<file path="config.mk">
export PLATFORM = sky130hd
export DESIGN_NAME = ahb_lite_decmux
export DESIGN_NICKNAME = d
export VERILOG_FILES = /design/src/rtl/ahb_lite_decmux.sv
export SDC_FILE = /design/constraint.sdc
export NUM_CORES = 1
export LEC_CHECK = 0
export BUFFER_PORTS_ARGS = -buffer_cell sky130_fd_sc_hd__buf_4
export CAP_MARGIN = 20
export CORE_MARGIN = 2
export CORE_UTILIZATION = 27
export DETAILED_ROUTE_END_ITERATION = 6
export PLACE_DENSITY = 0.57
export SETUP_SLACK_MARGIN = 0.3
export SYNTH_ARGS = -nofsm -noshare
export SYNTH_HDL_FRONTEND = slang
export SYNTH_SLANG_ARGS = --single-unit
</file>
<file path="constraint.sdc">
create_clock -name pll_core_cpuclk -period 2.3 [get_ports pll_core_cpuclk]
set_clock_uncertainty 0.15 [all_clocks]
set_input_delay 0.46 -clock pll_core_cpuclk [delete_from_list [all_inputs] [get_ports pll_core_cpuclk]]
set_output_delay 0.46 -clock pll_core_cpuclk [all_outputs]
set_load 0.005 [all_outputs]
</file>
<file path="src/rtl/ahb_lite_decmux.sv">
// rtl/ahb_lite_decmux.sv - AHB-Lite single-master address decoder and response multiplexer
// Lowest-index region wins; unmapped or denied transfers get a built-in two-cycle ERROR.
module ahb_lite_decmux #(
  parameter int                    NUM_SLV  = 4,
  parameter logic [32*NUM_SLV-1:0] SLV_BASE = {32'h60000000, 32'h40000000, 32'h20000000, 32'h00000000},
  parameter logic [32*NUM_SLV-1:0] SLV_MASK = {32'hFFFE0000, 32'hF0000000, 32'hFFF80000, 32'hFFF80000},
  parameter int                    TIMEOUT  = 256
) (
  input  logic                    pll_core_cpuclk,
  input  logic                    pad_cpu_rst_b,
  input  logic [31:0]             biu_pad_haddr,
  input  logic [1:0]              biu_pad_htrans,
  input  logic                    biu_pad_hwrite,
  input  logic [2:0]              biu_pad_hsize,
  input  logic [2:0]              biu_pad_hburst,
  input  logic [3:0]              biu_pad_hprot,
  input  logic [31:0]             biu_pad_hwdata,
  input  logic                    smpu_deny,
  output logic [31:0]             pad_biu_hrdata,
  output logic                    pad_biu_hready,
  output logic [1:0]              pad_biu_hresp,
  output logic [NUM_SLV-1:0]      hsel_s,
  output logic                    hready_in_s,
  output logic [31:0]             haddr_s,
  output logic [1:0]              htrans_s,
  output logic                    hwrite_s,
  output logic [2:0]              hsize_s,
  output logic [2:0]              hburst_s,
  output logic [3:0]              hprot_s,
  output logic [31:0]             hwdata_s,
  output logic                    hmastlock,
  input  logic [32*NUM_SLV-1:0]   hrdata_s,
  input  logic [NUM_SLV-1:0]      hready_s,
  input  logic [2*NUM_SLV-1:0]    hresp_s,
  input  logic                    err_clr,
  output logic                    err_valid,
  output logic [1:0]              err_cause,
  output logic [31:0]             err_addr
);

  typedef enum logic [1:0] {
    ST_IDLE = 2'd0,
    ST_ERR1 = 2'd1,
    ST_ERR2 = 2'd2
  } state_e;

  localparam int DEF = NUM_SLV;
  localparam int CW  = (TIMEOUT > 0) ? $clog2(TIMEOUT + 1) : 1;

  logic               xfer_valid;
  logic               xfer_err;
  logic               accept;
  logic               stall;
  logic               wdog_fire;
  logic               dflt_err_ev;
  logic [NUM_SLV-1:0] hit;
  logic [NUM_SLV-1:0] hit_lo;
  logic [NUM_SLV:0]   dp_sel_q, dp_sel_d;
  logic [31:0]        dp_addr_q, dp_addr_d;
  state_e             state_q, state_d;
  logic [CW-1:0]      stall_cnt_q, stall_cnt_d;
  logic               err_valid_q, err_valid_d;
  logic [1:0]         err_cause_q, err_cause_d;
  logic [31:0]        err_addr_q, err_addr_d;

  assign xfer_valid = biu_pad_htrans[1];

  always_comb begin
    hit = '0;
    for (int i = 0; i < NUM_SLV; i++) begin
      hit[i] = ((biu_pad_haddr & SLV_MASK[32*i +: 32]) == SLV_BASE[32*i +: 32]);
    end
  end

  // Isolate the lowest set bit so overlapping regions resolve to the lowest index.
  assign hit_lo      = hit & (~hit + NUM_SLV'(1));
  assign hsel_s      = (xfer_valid && !smpu_deny) ? hit_lo : '0;
  assign xfer_err    = xfer_valid && (smpu_deny || !(|hit));
  assign accept      = pad_biu_hready;
  assign dflt_err_ev = accept && xfer_err;

  assign dp_sel_d  = accept ? {~(|hsel_s), hsel_s} : dp_sel_q;
  assign dp_addr_d = accept ? biu_pad_haddr : dp_addr_q;

  always_comb begin
    state_d = state_q;
    case (state_q)
      ST_ERR1: state_d = ST_ERR2;
      default: if (accept) state_d = xfer_err ? ST_ERR1 : ST_IDLE;
    endcase
  end

  always_comb begin
    pad_biu_hrdata = '0;
    pad_biu_hready = 1'b1;
    pad_biu_hresp  = 2'b00;
    for (int i = 0; i < NUM_SLV; i++) begin
      if (dp_sel_q[i]) begin
        pad_biu_hrdata = hrdata_s[32*i +: 32];
        pad_biu_hready = hready_s[i];
        pad_biu_hresp  = hresp_s[2*i +: 2];
      end
    end
    if (dp_sel_q[DEF]) begin
      pad_biu_hrdata = '0;
      pad_biu_hready = (state_q != ST_ERR1);
      pad_biu_hresp  = (state_q == ST_IDLE) ? 2'b00 : 2'b01;
    end
  end

  assign stall = !dp_sel_q[DEF] && !pad_biu_hready;

  generate
    if (TIMEOUT > 0) begin : g_wdog
      localparam logic [CW-1:0] LAST = CW'(TIMEOUT - 1);
      localparam logic [CW-1:0] SAT  = CW'(TIMEOUT);
      // Counting one past LAST makes the watchdog fire once per stall.
      always_comb begin
        stall_cnt_d = '0;
        if (stall) stall_cnt_d = (stall_cnt_q == SAT) ? SAT : stall_cnt_q + CW'(1);
      end
      assign wdog_fire = stall && (stall_cnt_q == LAST);
    end else begin : g_no_wdog
      assign stall_cnt_d = '0;
      assign wdog_fire   = 1'b0;
    end
  endgenerate

  always_comb begin
    err_valid_d = err_valid_q;
    err_cause_d = err_cause_q;
    err_addr_d  = err_addr_q;
    if (err_clr) begin
      err_valid_d = 1'b0;
      err_cause_d = 2'b00;
      err_addr_d  = '0;
    end else if (!err_valid_q && dflt_err_ev) begin
      err_valid_d = 1'b1;
      err_cause_d = smpu_deny ? 2'b10 : 2'b01;
      err_addr_d  = biu_pad_haddr;
    end else if (!err_valid_q && wdog_fire) begin
      err_valid_d = 1'b1;
      err_cause_d = 2'b11;
      err_addr_d  = dp_addr_q;
    end
  end

  always_ff @(posedge pll_core_cpuclk or negedge pad_cpu_rst_b) begin
    if (!pad_cpu_rst_b) begin
      dp_sel_q    <= {1'b1, {NUM_SLV{1'b0}}};
      dp_addr_q   <= '0;
      state_q     <= ST_IDLE;
      stall_cnt_q <= '0;
      err_valid_q <= 1'b0;
      err_cause_q <= 2'b00;
      err_addr_q  <= '0;
    end else begin
      dp_sel_q    <= dp_sel_d;
      dp_addr_q   <= dp_addr_d;
      state_q     <= state_d;
      stall_cnt_q <= stall_cnt_d;
      err_valid_q <= err_valid_d;
      err_cause_q <= err_cause_d;
      err_addr_q  <= err_addr_d;
    end
  end

  assign hready_in_s = pad_biu_hready;
  assign haddr_s     = biu_pad_haddr;
  assign htrans_s    = biu_pad_htrans;
  assign hwrite_s    = biu_pad_hwrite;
  assign hsize_s     = biu_pad_hsize;
  assign hburst_s    = biu_pad_hburst;
  assign hprot_s     = biu_pad_hprot;
  assign hwdata_s    = biu_pad_hwdata;
  assign hmastlock   = 1'b0;
  assign err_valid   = err_valid_q;
  assign err_cause   = err_cause_q;
  assign err_addr    = err_addr_q;

endmodule

</file>
Yosys cells after proc, flatten, opt, wreduce, memory -nomap -nowiden. Index checks and enable logic that the tools add are counted.

Input port bits: 221. Logic and storage cells: 70. Output and inout bits: 153. Register bits: 83.

Reductions and logical operators: 19. Bitwise operators: 3. $add $sub $neg: 2. Multiplexer cells: 32. Equality and inequality tests: 7.

Operators by type and width (number): 32-bit 2-to-1 mux (8); 32-bit logical NOT (1); 2-bit 2-to-1 mux (11); 9-bit 2-to-1 mux (2); 15-bit by 14-bit == test with 1-bit output, second input constant (1); 13-bit by 11-bit == test with 1-bit output, second input constant (1); 1-bit 2-to-1 mux (10); 9-bit by 1-bit adder with 9-bit output, second input constant (1); 9-bit by 8-bit == test with 1-bit output, second input constant (1); 9-bit == test, second input constant (1); 4-bit OR reduction (2); 1-bit logical AND (7); 1-bit logical NOT (5); 4-bit by 1-bit adder with 4-bit output, second input constant (1); 4-bit AND (1); 4-bit by 3-bit == test with 1-bit output, second input constant (1); 4-bit 2-to-1 mux (1); 4-bit inverter (1); 3-bit nonzero test (1); 2-bit by 1-bit == test with 1-bit output, second input constant (1); 2-bit logical NOT (1); 2-bit by 1-bit != test with 1-bit output, second input constant (1); 2-bit nonzero test (1); 1-bit logical OR (1); 1-bit inverter (1).

Depth between registers and ports, before layout.
Depth after elaboration: 12. Mapped depth: 9. Gate-level depth less buffers: 8.

Least setup slack after synthesis. Ideal clock, no wire load.

Path type: register to register. Start: register stall_cnt_q[0]. End: register err_addr_q[11], in the netlist err_addr[11]. Slack: -0.038 ns. Clock period less this slack: 2.338 ns. Cell stages (with the launch flop): 10. Data required time: 2.000 ns. Data arrival time: 2.038 ns. Library setup time: 0.150 ns. Buffers on the path: 1. Cells stage by stage: dfrtp_1 > ha_1 > nand3_1 > nor2_1 > and3_1 > ha_1 > nor4b_4 > buf_2 > mux2i_1 > a211oi_2.

Cells in the longest elaborated chain, start to end: 4.

RTL lines: start, declared (RTL line 61) `logic [CW-1:0] stall_cnt_q, stall_cnt_d;`; start signal, assigned (RTL line 161) `stall_cnt_q <= stall_cnt_d;`; 9-bit by 8-bit == test with 1-bit output (RTL line 122) `assign wdog_fire = stall && (stall_cnt_q == LAST);`; 1-bit logical AND (RTL line 122); 1-bit logical AND (RTL line 141) `end else if (!err_valid_q && wdog_fire) begin`; 3-bit nonzero test (no line); end signal, assigned (RTL line 164) `err_addr_q <= err_addr_d;`; end, declared (RTL line 64) `logic [31:0] err_addr_q, err_addr_d;`.

No other way between the ends. A chain may end at the register's enable or synchronous reset.

Final worst setup path.
Start: register dp_sel_q[1]. End: output pad_biu_hrdata[10].

Cells in the longest elaborated chain, start to end: 4.

RTL lines: start, declared (RTL line 58) `logic [NUM_SLV:0] dp_sel_q, dp_sel_d;`; start signal, assigned (RTL line 150) `dp_sel_q <= {1'b1, {NUM_SLV{1'b0}}};`; start signal, assigned (RTL line 158) `dp_sel_q <= dp_sel_d;`; 32-bit 2-to-1 mux (3 in a row) (RTL line 98) `if (dp_sel_q[i]) begin`; 32-bit 2-to-1 mux (RTL line 104) `if (dp_sel_q[DEF]) begin`; end, declared (RTL line 19) `output logic [31:0] pad_biu_hrdata,`.

No other way between the ends.

==> metrics <==
Final GP Congestion approximately 0.76; register area 2080 sq um; PnR worst setup slack -0.183 ns; buffers added on ports 284; largest net degree at the start of global routing a little under 70; cell taking the most area after synthesis dfrtp_1; Setup TNS -8.86 ns; Final period util 1.08; CTS tree yes; die area roughly 22000 sq um; die height 150 um; initial antenna violation count 0; dpl hpwl 15700 um; clock sinks between 80 and 90; Mapped Cells 604; number of H-tree levels 3; min Tclk post-route 2.48 ns; R2R setup slack -0.17 ns; worst r2r src dp_sel_q[2]; Syn Std Cell Area 5720 sq um; # diodes 0; critical path type flop to primary output; fillcell total 2038; Die W 150 um; Core Box Area 20900 sq um; post-synth top area share 0.359; hold path depth 2; All-Layer GR Usage 0.186; Routed WL per cell 20.0 um; DRT iter0 DRCs 227; Yosys cell types 43; GRT Residual Overflow 0; total CTS buffers 9; nets@finish 1074; Ys Warns 0; I/O Pins 374; dpl ws -0.0690 ns; Tot Pwr 4.34 mW; r2r endpoint err_cause[1]; Synth area leaders dfrtp_1, buf_4, mux2_2; maximum fanout along the worst path 24; Final Hold Fails 0; slew margin rel. 0.591; Crit. End Element primary output; synthesized area per cell about 9.5 sq um; vias in the first global route 5380; synthesized net count between 800 and 900; Worst EP required 1.69 ns; via count 5521; leakage 3.95 nW; fin util 0.436; final setup fails 103; Hold Crit Start biu_pad_haddr[13]; RSZ-0062 raised after global routing yes; peak supply drop 396 uV; Synth Register Bits 83; worst-case clock buffer depth 2; worst slew pin tran roughly 0.61 ns; Most Frequent Cell on Critical Path buf_4; worst stage delay on the critical path 0.45 ns; Final Max Slew Viols 0; first-pass GRT wire length 31500 um; fmax 0.403 GHz; share of layout cells above drive strength 1 0.589; WL final between 20000 and 25000 um; starting density of the core 0.274; Rows 53; vias per cell around 4.9; critical path arrival 1.87 ns; CP Launch Type flop; area of the multi-input gates between 3000 and 4000 sq um; Final ANT Viol Nets 0; Seq/Total Area, Yosys 0.363; clock transition at the registers of the reported paths 0.06 ns; power density over the cells ~480 nW/um^2; DRC violations left 0; MaxCap Viol Count 0; Layout area overhead 59.3%; hold path endpoint dp_addr_q[13]; Cell Chain, Critical Path buf_4 -> a221oi_1 -> nor3_1 -> a21oi_1 -> nor2_1 -> buf_4; Hold Crit Class input port to flop; clk root buf clkbuf_16; Skew-Pair Late Insertion Delay 0.34 ns; R2R cell count 9; slowest cell on the critical path dfrtp_2; status finished, violations left; failing checks negative setup slack; drt pass-1 iters 4
==> where the power goes <==
| part | leakage, nW | switching [mW] | internal [mW] |
|---|---|---|---|
| logic | 2.76 | 0.486 | 0.714 |
| registers | 1.05 | 0.0948 | 1.60 |
| clock network | 0.142 | 0.587 | 0.865 |
==> timing repair <==
| action | 4_1_cts | 5_1_grt |
|---|---|---|
| endpoints found under the setup margin | 113 | 118 |
| gates resized for setup | 55 | 51 |
| pin swaps | 14 | 15 |
| gates cloned | 6 | 3 |
| setup buffers | 19 | 12 |
| hold buffers | 1 | 0 |
| endpoints found under the hold margin | 36 | 0 |
==> logic make-up (layout without fill, tap and decap cells) <==
logic type               Yosys count  after routing  share of synthesized area
AND/OR/NAND/NOR                  190            190                      0.170
buffers and inverters            135            385                      0.147
AO/OA/AOI/OAI                    117            117                      0.175
flip-flops                        83             83                      0.363
multiplexers                      69             69                      0.129
XOR/XNOR                           6              6                    0.00919
adder cells (fa/ha/maj)            3              3                    0.00656
other                              1              1                   0.000656
==> worst max-delay path by stage <==
stage	start	to	slack [ns]	depth (start not counted)
6_report	dp_sel_q[1]	pad_biu_hrdata[10]	-0.18	6
5_1_grt	dp_sel_q[0]	pad_biu_hresp[0]	-0.28	8
4_1_cts	dp_sel_q[1]	pad_biu_hrdata[8]	-0.23	7
3_5_place_dp	dp_sel_q[1]	pad_biu_hresp[0]	-0.07	8
3_3_place_gp	dp_sel_q[1]	pad_biu_hresp[0]	-0.003	8
2_1_floorplan	stall_cnt_q[0]	err_addr[11]	0.06	9
==> cell type report <==
class                      count  share of cell area
timing repair buffer         362               0.353
multi-input combinational    386               0.345
sequential                    83               0.229
tap                          275              0.0378
clock buffer                  11              0.0266
clock inverter                 4             0.00563
inverter                       8             0.00357
==> synthesized netlist by cell type (all sizes together) <==
cell      n
or2       2
clkbuf   35
a31oi     3
nor2b    37
nor2     52
a21oi    37
and3b     1
a21o      1
mux2     36
dfstp     1
dfrtp    82
a2111oi   1
o211ai    1
nor3     70
mux2i    33
nor4      2
nor4b     2
xor2      3
o21ai     5
a221oi   33
xnor2     3
ha        3
a311oi    1
nand3     7
o311ai    1
or3       3
nand2     9
inv       8
and3      3
nand4     2
buf      92
conb      1
a211oi   34
==> metrics by stage <==
| step | hold WS (ns) | cell area [sq um] | instances |
|---|---|---|---|
| final | 0.220 | 9110 | 1129 |
| after global routing | 0.218 | 9110 | 1129 |
| after CTS | 0.213 | 8730 | 1114 |
| after global placement | 0.332 | 7850 | 1073 |
| after floorplan | 0.0144 | 5820 | 604 |
| after detailed placement | 0.334 | 7850 | 1073 |
==> cells in the final DEF, fill, tap and decap left out, drive strengths merged, types with 2 or more instances in the layout <==
cell / instances
or3: 3
a211oi: 34
ha: 3
nand3: 7
o21ai: 5
nor4b: 2
nor4: 2
a221oi: 33
buf: 356
xor2: 3
nor3: 70
xnor2: 3
a31oi: 3
nand4: 2
and3: 3
or2: 2
mux2i: 33
nand2: 9
nor2b: 37
dfrtp: 82
nor2: 52
clkinv: 2
inv: 8
clkbuf: 15
mux2: 36
a21oi: 37
==> critical path: cells and delay by family (launching register included) <==
kind                   cells  cell delay, ns
AO/OA/AOI/OAI              2            0.54
flip-flops                 1            0.45
AND/OR/NAND/NOR            2            0.16
buffers and inverters      2            0.38
==> state kept, by name, indices dropped and copies added, names as in the netlist <==
signal,count
stall_cnt_q,9
state_q,2
err_valid,1
dp_addr_q,32
err_cause,2
dp_sel_q,5
err_addr,32
==> per-layer routing <==
metal | routed length [um] | track usage | share of wire | up-vias
met4 | 441 | 0.0510 | 0.020 | 0
met2 | 11200 | 0.319 | 0.50 | 254
met3 | 1790 | 0.0491 | 0.079 | 32
li1 | - | - | - | 2600
met5 | 0 | 0 | 0 | -
met1 | 9110 | 0.229 | 0.40 | 2635
(Power assumes the default switching activity.)
